### config.mk
export PLATFORM = sky130hd
export DESIGN_NAME = vga_frame_sched_flat
export DESIGN_NICKNAME = d
export VERILOG_FILES = /design/src/rtl/vga_frame_sched_if.sv /design/src/rtl/vga_frame_sched.sv /design/src/flat_wrapper.sv
export SDC_FILE = /design/constraint.sdc
export NUM_CORES = 1
export LEC_CHECK = 0
export CAP_MARGIN = 20
export CORE_MARGIN = 2
export CORE_UTILIZATION = 23
export CTS_BUF_LIST = sky130_fd_sc_hd__clkbuf_2
export DETAILED_ROUTE_END_ITERATION = 10
export SLEW_MARGIN = 30
export SYNTH_ARGS = -nofsm -noshare
export SYNTH_HDL_FRONTEND = slang
export SYNTH_SLANG_ARGS = --single-unit
### constraint.sdc
create_clock -name clk -period 2.9 [get_ports clk]
set_input_delay 0.435 -clock clk [delete_from_list [all_inputs] [get_ports clk]]
set_output_delay 0.435 -clock clk [all_outputs]
set_load 0.01 [all_outputs]
### src/rtl/vga_frame_sched_if.sv
// Sprite-position update handshake between a requester and the frame scheduler.
//   cfg_req   requester -> scheduler  update request, held until cfg_ack
//   cfg_xpos  requester -> scheduler  requested x, stable while cfg_req is high
//   cfg_ypos  requester -> scheduler  requested y, stable while cfg_req is high
//   cfg_ack   scheduler -> requester  1-cycle pulse: new position now visible
// master = requester side, slave = scheduler side.
interface vga_frame_sched_if #(
  parameter int POS_W = 11
);
  logic             cfg_req;
  logic [POS_W-1:0] cfg_xpos;
  logic [POS_W-1:0] cfg_ypos;
  logic             cfg_ack;

  modport master (output cfg_req, output cfg_xpos, output cfg_ypos, input cfg_ack);
  modport slave  (input cfg_req, input cfg_xpos, input cfg_ypos, output cfg_ack);
endinterface

### src/rtl/vga_frame_sched.sv
// Frame scheduler for the 800x600@60 VGA path (40 MHz pixel clock).
// Owns the pixel/line counters, produces registered blank/sync flags and a
// frame-start pulse, starts scanout on request and stops it only at a frame
// boundary. Sprite position updates are committed at the start of vblank (or
// immediately while idle) so the draw stages never see a mid-frame change.
// Ports:
//   clk, rst           pixel clock, synchronous active-high reset
//   en                 1 = run scanout, 0 = stop at end of current frame
//   hcount, vcount     pixel / line index of the current cycle
//   hblnk, vblnk       blank flags, aligned with the counts
//   hsync, vsync       sync pulses, active-high
//   frame_start        1-cycle pulse at count 0/0 while running
//   xpos, ypos         committed sprite position
//   busy               1 while not idle
//   cfg                position update handshake (slave side)
module vga_frame_sched #(
  parameter int HTOTAL  = 1056,
  parameter int HBLK_S  = 800,
  parameter int HSYNC_S = 840,
  parameter int HSYNC_E = 968,
  parameter int VTOTAL  = 628,
  parameter int VBLK_S  = 600,
  parameter int VSYNC_S = 601,
  parameter int VSYNC_E = 605,
  parameter int POS_W   = 11,
  parameter int X_RST   = 0,
  parameter int Y_RST   = 0
) (
  input  logic             clk,
  input  logic             rst,
  input  logic             en,
  output logic [10:0]      hcount,
  output logic [10:0]      vcount,
  output logic             hblnk,
  output logic             vblnk,
  output logic             hsync,
  output logic             vsync,
  output logic             frame_start,
  output logic [POS_W-1:0] xpos,
  output logic [POS_W-1:0] ypos,
  output logic             busy,
  vga_frame_sched_if.slave cfg
);

  typedef enum logic [1:0] {IDLE = 2'd0, RUN = 2'd1, DRAIN = 2'd2} state_t;

  localparam logic [10:0] HLAST = 11'(HTOTAL - 1);
  localparam logic [10:0] VLAST = 11'(VTOTAL - 1);
  localparam logic [10:0] HBLK  = 11'(HBLK_S);
  localparam logic [10:0] HSS   = 11'(HSYNC_S);
  localparam logic [10:0] HSE   = 11'(HSYNC_E);
  localparam logic [10:0] VBLK  = 11'(VBLK_S);
  localparam logic [10:0] VSS   = 11'(VSYNC_S);
  localparam logic [10:0] VSE   = 11'(VSYNC_E);

  state_t           state, state_n;
  logic [10:0]      h_n, v_n;
  logic             last_px;
  logic             commit;
  logic             accept;
  logic             pending;
  logic             ack_q;
  logic [POS_W-1:0] x_shadow, y_shadow;

  assign last_px = (hcount == HLAST) && (vcount == VLAST);
  assign accept  = cfg.cfg_req && !pending;
  assign cfg.cfg_ack = ack_q;

  always_ff @(posedge clk) begin
    if (rst) state <= IDLE;
    else     state <= state_n;
  end

  // DRAIN keeps counting; re-asserting en before the last pixel resumes RUN
  // without disturbing the counts.
  always_comb begin
    state_n = state;
    unique case (state)
      IDLE:    if (en) state_n = RUN;
      RUN:     if (!en) state_n = DRAIN;
      DRAIN:   if (en) state_n = RUN;
               else if (last_px) state_n = IDLE;
      default: state_n = IDLE;
    endcase
  end

  always_comb begin
    busy   = (state != IDLE);
    commit = (state == IDLE) || ((hcount == 11'd0) && (vcount == VBLK));
  end

  // Next counts: leaving IDLE shows 0/0 first, entering IDLE forces 0/0.
  always_comb begin
    h_n = 11'd0;
    v_n = 11'd0;
    if ((state != IDLE) && (state_n != IDLE)) begin
      if (hcount == HLAST) begin
        h_n = 11'd0;
        v_n = (vcount == VLAST) ? 11'd0 : vcount + 11'd1;
      end else begin
        h_n = hcount + 11'd1;
        v_n = vcount;
      end
    end
  end

  // Flags are computed from the next counts so they land on the same cycle
  // as the counts they describe.
  always_ff @(posedge clk) begin
    if (rst) begin
      hcount      <= 11'd0;
      vcount      <= 11'd0;
      hblnk       <= 1'b0;
      vblnk       <= 1'b0;
      hsync       <= 1'b0;
      vsync       <= 1'b0;
      frame_start <= 1'b0;
    end else begin
      hcount      <= h_n;
      vcount      <= v_n;
      hblnk       <= (state_n != IDLE) && (h_n >= HBLK);
      vblnk       <= (state_n != IDLE) && (v_n >= VBLK);
      hsync       <= (state_n != IDLE) && (h_n >= HSS) && (h_n < HSE);
      vsync       <= (state_n != IDLE) && (v_n >= VSS) && (v_n < VSE);
      frame_start <= (state_n != IDLE) && (h_n == 11'd0) && (v_n == 11'd0);
    end
  end

  // A request accepted on a commit cycle has pending=0 there, so it is not
  // committed until the next commit point.
  always_ff @(posedge clk) begin
    if (rst) begin
      pending <= 1'b0;
      ack_q   <= 1'b0;
      xpos    <= POS_W'(X_RST);
      ypos    <= POS_W'(Y_RST);
    end else begin
      ack_q <= 1'b0;
      if (commit && pending) begin
        xpos    <= x_shadow;
        ypos    <= y_shadow;
        ack_q   <= 1'b1;
        pending <= 1'b0;
      end else if (accept) begin
        pending <= 1'b1;
      end
    end
  end

  always_ff @(posedge clk) begin
    if (accept) begin
      x_shadow <= cfg.cfg_xpos;
      y_shadow <= cfg.cfg_ypos;
    end
  end

endmodule

### src/flat_wrapper.sv
// flat-port wrapper written by rule: the top's interface ports become plain ports
module vga_frame_sched_flat 
#(
  parameter int HTOTAL  = 1056,
  parameter int HBLK_S  = 800,
  parameter int HSYNC_S = 840,
  parameter int HSYNC_E = 968,
  parameter int VTOTAL  = 628,
  parameter int VBLK_S  = 600,
  parameter int VSYNC_S = 601,
  parameter int VSYNC_E = 605,
  parameter int POS_W   = 11,
  parameter int X_RST   = 0,
  parameter int Y_RST   = 0
)
  (clk, rst, en, hcount, vcount, hblnk, vblnk, hsync, vsync, frame_start, xpos, ypos, busy, cfg_cfg_req, cfg_cfg_xpos, cfg_cfg_ypos, cfg_cfg_ack);
  vga_frame_sched_if #(.POS_W(POS_W)) cfg_i ();
  input  logic clk;
  input  logic rst;
  input  logic en;
  output logic [10:0] hcount;
  output logic [10:0] vcount;
  output logic hblnk;
  output logic vblnk;
  output logic hsync;
  output logic vsync;
  output logic frame_start;
  output logic [POS_W-1:0] xpos;
  output logic [POS_W-1:0] ypos;
  output logic busy;
  input wire logic [$bits(cfg_i.cfg_req)-1:0] cfg_cfg_req;
  input wire logic [$bits(cfg_i.cfg_xpos)-1:0] cfg_cfg_xpos;
  input wire logic [$bits(cfg_i.cfg_ypos)-1:0] cfg_cfg_ypos;
  output wire logic [$bits(cfg_i.cfg_ack)-1:0] cfg_cfg_ack;
  assign cfg_i.cfg_req = cfg_cfg_req;
  assign cfg_i.cfg_xpos = cfg_cfg_xpos;
  assign cfg_i.cfg_ypos = cfg_cfg_ypos;
  assign cfg_cfg_ack = cfg_i.cfg_ack;
  vga_frame_sched #(.HTOTAL(HTOTAL), .HBLK_S(HBLK_S), .HSYNC_S(HSYNC_S), .HSYNC_E(HSYNC_E), .VTOTAL(VTOTAL), .VBLK_S(VBLK_S), .VSYNC_S(VSYNC_S), .VSYNC_E(VSYNC_E), .POS_W(POS_W), .X_RST(X_RST), .Y_RST(Y_RST)) u_core (.clk(clk), .rst(rst), .en(en), .hcount(hcount), .vcount(vcount), .hblnk(hblnk), .vblnk(vblnk), .hsync(hsync), .vsync(vsync), .frame_start(frame_start), .xpos(xpos), .ypos(ypos), .busy(busy), .cfg(cfg_i));
endmodule
==> impl_metrics.sql <==
INSERT INTO impl_metrics (metric_group, metric, value, unit) VALUES
('status', 'outcome', 'finished, final reports clean', ''),
('route', 'routed-wl-met3', '612', 'um'),
('route', 'mean_routed_wirelength_per_cell', '13.8', 'um'),
('sta', 'worst_clock_skew', '37.5', 'ps'),
('synthesis', 'synth-seq-area-share', '0.523', ''),
('cts', 'clk_latency', '560', 'ps'),
('sta', 'rsz0062_at_grt', 'false', ''),
('cts', 'htree_levels', '3', ''),
('worst_setup_path', 'cp_max_fo', '7', ''),
('global_routing', 'grt_first_pass_wirelength', '13.3', 'mm'),
('worst_setup_path', 'worst_ep_required_time', '3370', 'ps'),
('sta', 'final-max-slew-violation-count', '0', ''),
('cts', 'cts_hold_repair.buffers', '0', ''),
('placement', 'dpl.hpwl', '5.97', 'mm'),
('synthesis', 'ys_ff_latch', '75', ''),
('cells_and_area', 'layout.area.seq', '1720', 'um2'),
('synthesis', 'synth_xor_area_frac', '0.0638', ''),
('global_routing', 'grt_pass1_vias', '2583', ''),
('route', 'wl', '8.18', 'mm'),
('cts', 'cts_buffer_depth', '2', ''),
('route', 'routed_via_density', '4.43', ''),
('sta', 'max-slew-margin-rel', '0.610', ''),
('die', 'fp.dieArea', '15300', 'um2'),
('worst_setup_path', 'crit_type', 'reg2reg', ''),
('cts', 'cts.sinks', '75', ''),
('route', 'met2_length', '3.78', 'mm'),
('job', 'cap_viol_max_count', '0', ''),
('cells_and_area', 'layout-area-overhead-vs-synth', '34.3', '%'),
('route', 'topRoutingLayerUsed', 'met4', ''),
('route', 'remaining_drc_errors', '0', ''),
('route', 'routed-via-count', '2633', ''),
('worst_setup_path', 'arrival', '3130', 'ps'),
('placement', 'gpl.final_weighted_congestion', '0.881', ''),
('synthesis', 'synth_enable_flop_cells', '22', ''),
('synthesis', 'yosys-mux-area-fraction', '0.0668', ''),
('cells_and_area', 'multi_input_comb_area', '1460', 'um2'),
('synthesis', 'area_fraction_in_compound_gates_after_synthesis', '0.0733', ''),
('cells_and_area', 'fin_util', '0.317', ''),
('global_routing', 'grt_usage', '0.115', ''),
('die', 'core-area', '13900', 'um2'),
('cts', 'tritoncts', 'yes', ''),
('pwr', 'cellPowerDensity', '436', 'nW/um2'),
('placement', 'io_buffers', '76', ''),
('hold_path', 'timing.hold.worst.class', 'in2reg', ''),
('synthesis', 'synth_top_cell_by_area', 'sky130_fd_sc_hd__dfxtp_1', ''),
('worst_setup_path', 'timing.critical_path.to_type', 'register', ''),
('die', 'die_w', '124', 'um'),
('synthesis', 'syn_area', '3290', 'um2'),
('route', 'first_pass_iteration_count_of_the_detailed_router', '4', ''),
('die', 'row_count', '43', ''),
('sta', 'minimum_period_implied_by_the_final_worst_setup_slack', '2670', 'ps'),
('sta', 'worstMarginPinSlew', '582', 'ps'),
('sta', 'post-route-period-util', '0.919', ''),
('route', 'detailedRoute.firstIterationViolations', '176', ''),
('synthesis', 'synth.yosys.warnings', '0', ''),
('route', 'routedLengthMet1', '3.65', 'mm'),
('sta', 'finalHoldViolations', '0', ''),
('cells_and_area', 'final_common_cell', 'sky130_fd_sc_hd__clkdlybuf4s50_1', ''),
('synthesis', 'synth_fp_nets', '360', ''),
('global_routing', 'grt_start_max_net_pins', '33', ''),
('cells_and_area', 'fillers', '1430', ''),
('cells_and_area', 'ant_diodes', '0', ''),
('pwr', 'vdd_ir_drop_max', '0.297', 'mV'),
('pwr', 'power_leakage', '1.64', 'nW'),
('synthesis', 'synth_async_sr_flop_share', '0', ''),
('route', 'drtAntennaViolNets', '0', ''),
('synthesis', 'synth_simple_gate_area_frac', '0.218', ''),
('cts', 'cts_made_buffers', '9', ''),
('global_routing', 'grt_antenna_before_repair', '0', ''),
('synthesis', 'dominant_combinational_cell_family_by_area_after_synthesis', 'simple AND/OR/NAND/NOR gates', ''),
('cts', 'worst_setup_hold_path_clk_slew', '210', 'ps');
worst paths after layout:
path,cells after the start,slack (ps),end,start
worst max-delay path,7,230,u_core.vsync$_SDFF_PP0_,u_core.hcount[0]$_SDFF_PP0_
worst min-delay path,1,400,u_core.y_shadow[9]$_DFFE_PP_,cfg_cfg_ypos[9]
worst max register to register,7,230,u_core.vsync$_SDFF_PP0_,u_core.hcount[0]$_SDFF_PP0_
worst min register to register,2,500,u_core.ypos[5]$_SDFFE_PP0P_,u_core.y_shadow[5]$_DFFE_PP_
cell families after synthesis:
| family | count (synthesis) |
|---|---|
| and+or+nand+nor | 139 |
| xor gates and xnor gates | 24 |
| adders and majority gates | 4 |
| AOI/OAI and AO/OA | 36 |
| muxes | 22 |
| DFF | 75 |
| buffers and inverters | 30 |
registers in the layout, indices dropped and copies added, names as in the netlist:
name and flops:
u_core.x_shadow 11, u_core.hcount 11, u_core.vblnk 1, u_core.xpos 11, u_core.y_shadow 11, u_core.hsync 1
u_core.hblnk 1, u_core.ypos 11, u_core.vsync 1, u_core.pending 1, u_core.vcount 11, u_core.frame_start 1
u_core.state 2, u_core.cfg.cfg_ack 1
where the power goes:
part	switching, mW	leakage [nW]	internal (mW)
Sequential	0.0220	0.641	1.13
Combinational	0.0866	0.930	0.109
Clock	0.374	0.0726	0.211
Total	0.482	1.64	1.45
stage by stage:
step / total power [mW] / cells / setup WS, ps / instance area (um2) / hold WS (ps)
final: 1.93 / 594 / 234 / 4420 / 403
after global routing: 2.03 / 594 / 37.6 / 4420 / 314
after CTS: 1.97 / 593 / 183 / 4410 / 339
after detailed placement: 1.37 / 577 / 240 / 4300 / 466
after global placement: 1.36 / 576 / 403 / 4270 / 456
after floorplan: 1.26 / 330 / 496 / 3290 / 453
cell type report:
cell class,count,share of cell area
clock buffer,12,0.0136
tap,180,0.0509
inverter,11,0.00934
sequential,75,0.389
multi-input combinational,225,0.330
timing repair buffer,87,0.195
clock inverter,4,0.0116
critical path: stages, from the launching register on:
cell	delay [ps]
sky130_fd_sc_hd__dfxtp_1	490
sky130_fd_sc_hd__ha_1	310
sky130_fd_sc_hd__and4_1	360
sky130_fd_sc_hd__and4_1	340
sky130_fd_sc_hd__nand3_1	130
sky130_fd_sc_hd__xor2_1	250
sky130_fd_sc_hd__or4b_1	490
sky130_fd_sc_hd__nor4_2	220
cells in the mapped netlist, types with 3 or more instances:
library cell	count
sky130_fd_sc_hd__nor2_1	60
sky130_fd_sc_hd__xnor2_1	12
sky130_fd_sc_hd__a21oi_1	8
sky130_fd_sc_hd__o21a_1	4
sky130_fd_sc_hd__nand3_1	11
sky130_fd_sc_hd__o21ai_0	5
sky130_fd_sc_hd__and3_1	3
sky130_fd_sc_hd__or3_1	4
sky130_fd_sc_hd__edfxtp_1	22
sky130_fd_sc_hd__and4_1	3
sky130_fd_sc_hd__buf_2	8
sky130_fd_sc_hd__clkbuf_1	9
sky130_fd_sc_hd__nand2b_1	8
sky130_fd_sc_hd__xor2_1	12
sky130_fd_sc_hd__nor3_1	6
sky130_fd_sc_hd__nor4_1	3
sky130_fd_sc_hd__ha_1	4
sky130_fd_sc_hd__mux2i_1	22
sky130_fd_sc_hd__dfxtp_1	53
sky130_fd_sc_hd__inv_1	11
sky130_fd_sc_hd__nand4_1	7
sky130_fd_sc_hd__nand2_1	20
repair_timing:
item | 4_1_cts | 5_1_grt
buffers inserted | 0 | 1
setup endpoints to repair | 0 | 2
hold endpoints to repair | 0 | 0
gates resized for setup | 0 | 2
per-layer routing:
layer  up-vias  GRT usage
met5         -          0
met4         0     0.0426
met3        12     0.0426
met2        97      0.181
met1      1220      0.144
li1       1304          -
Power figures use the tool's default switching activity.
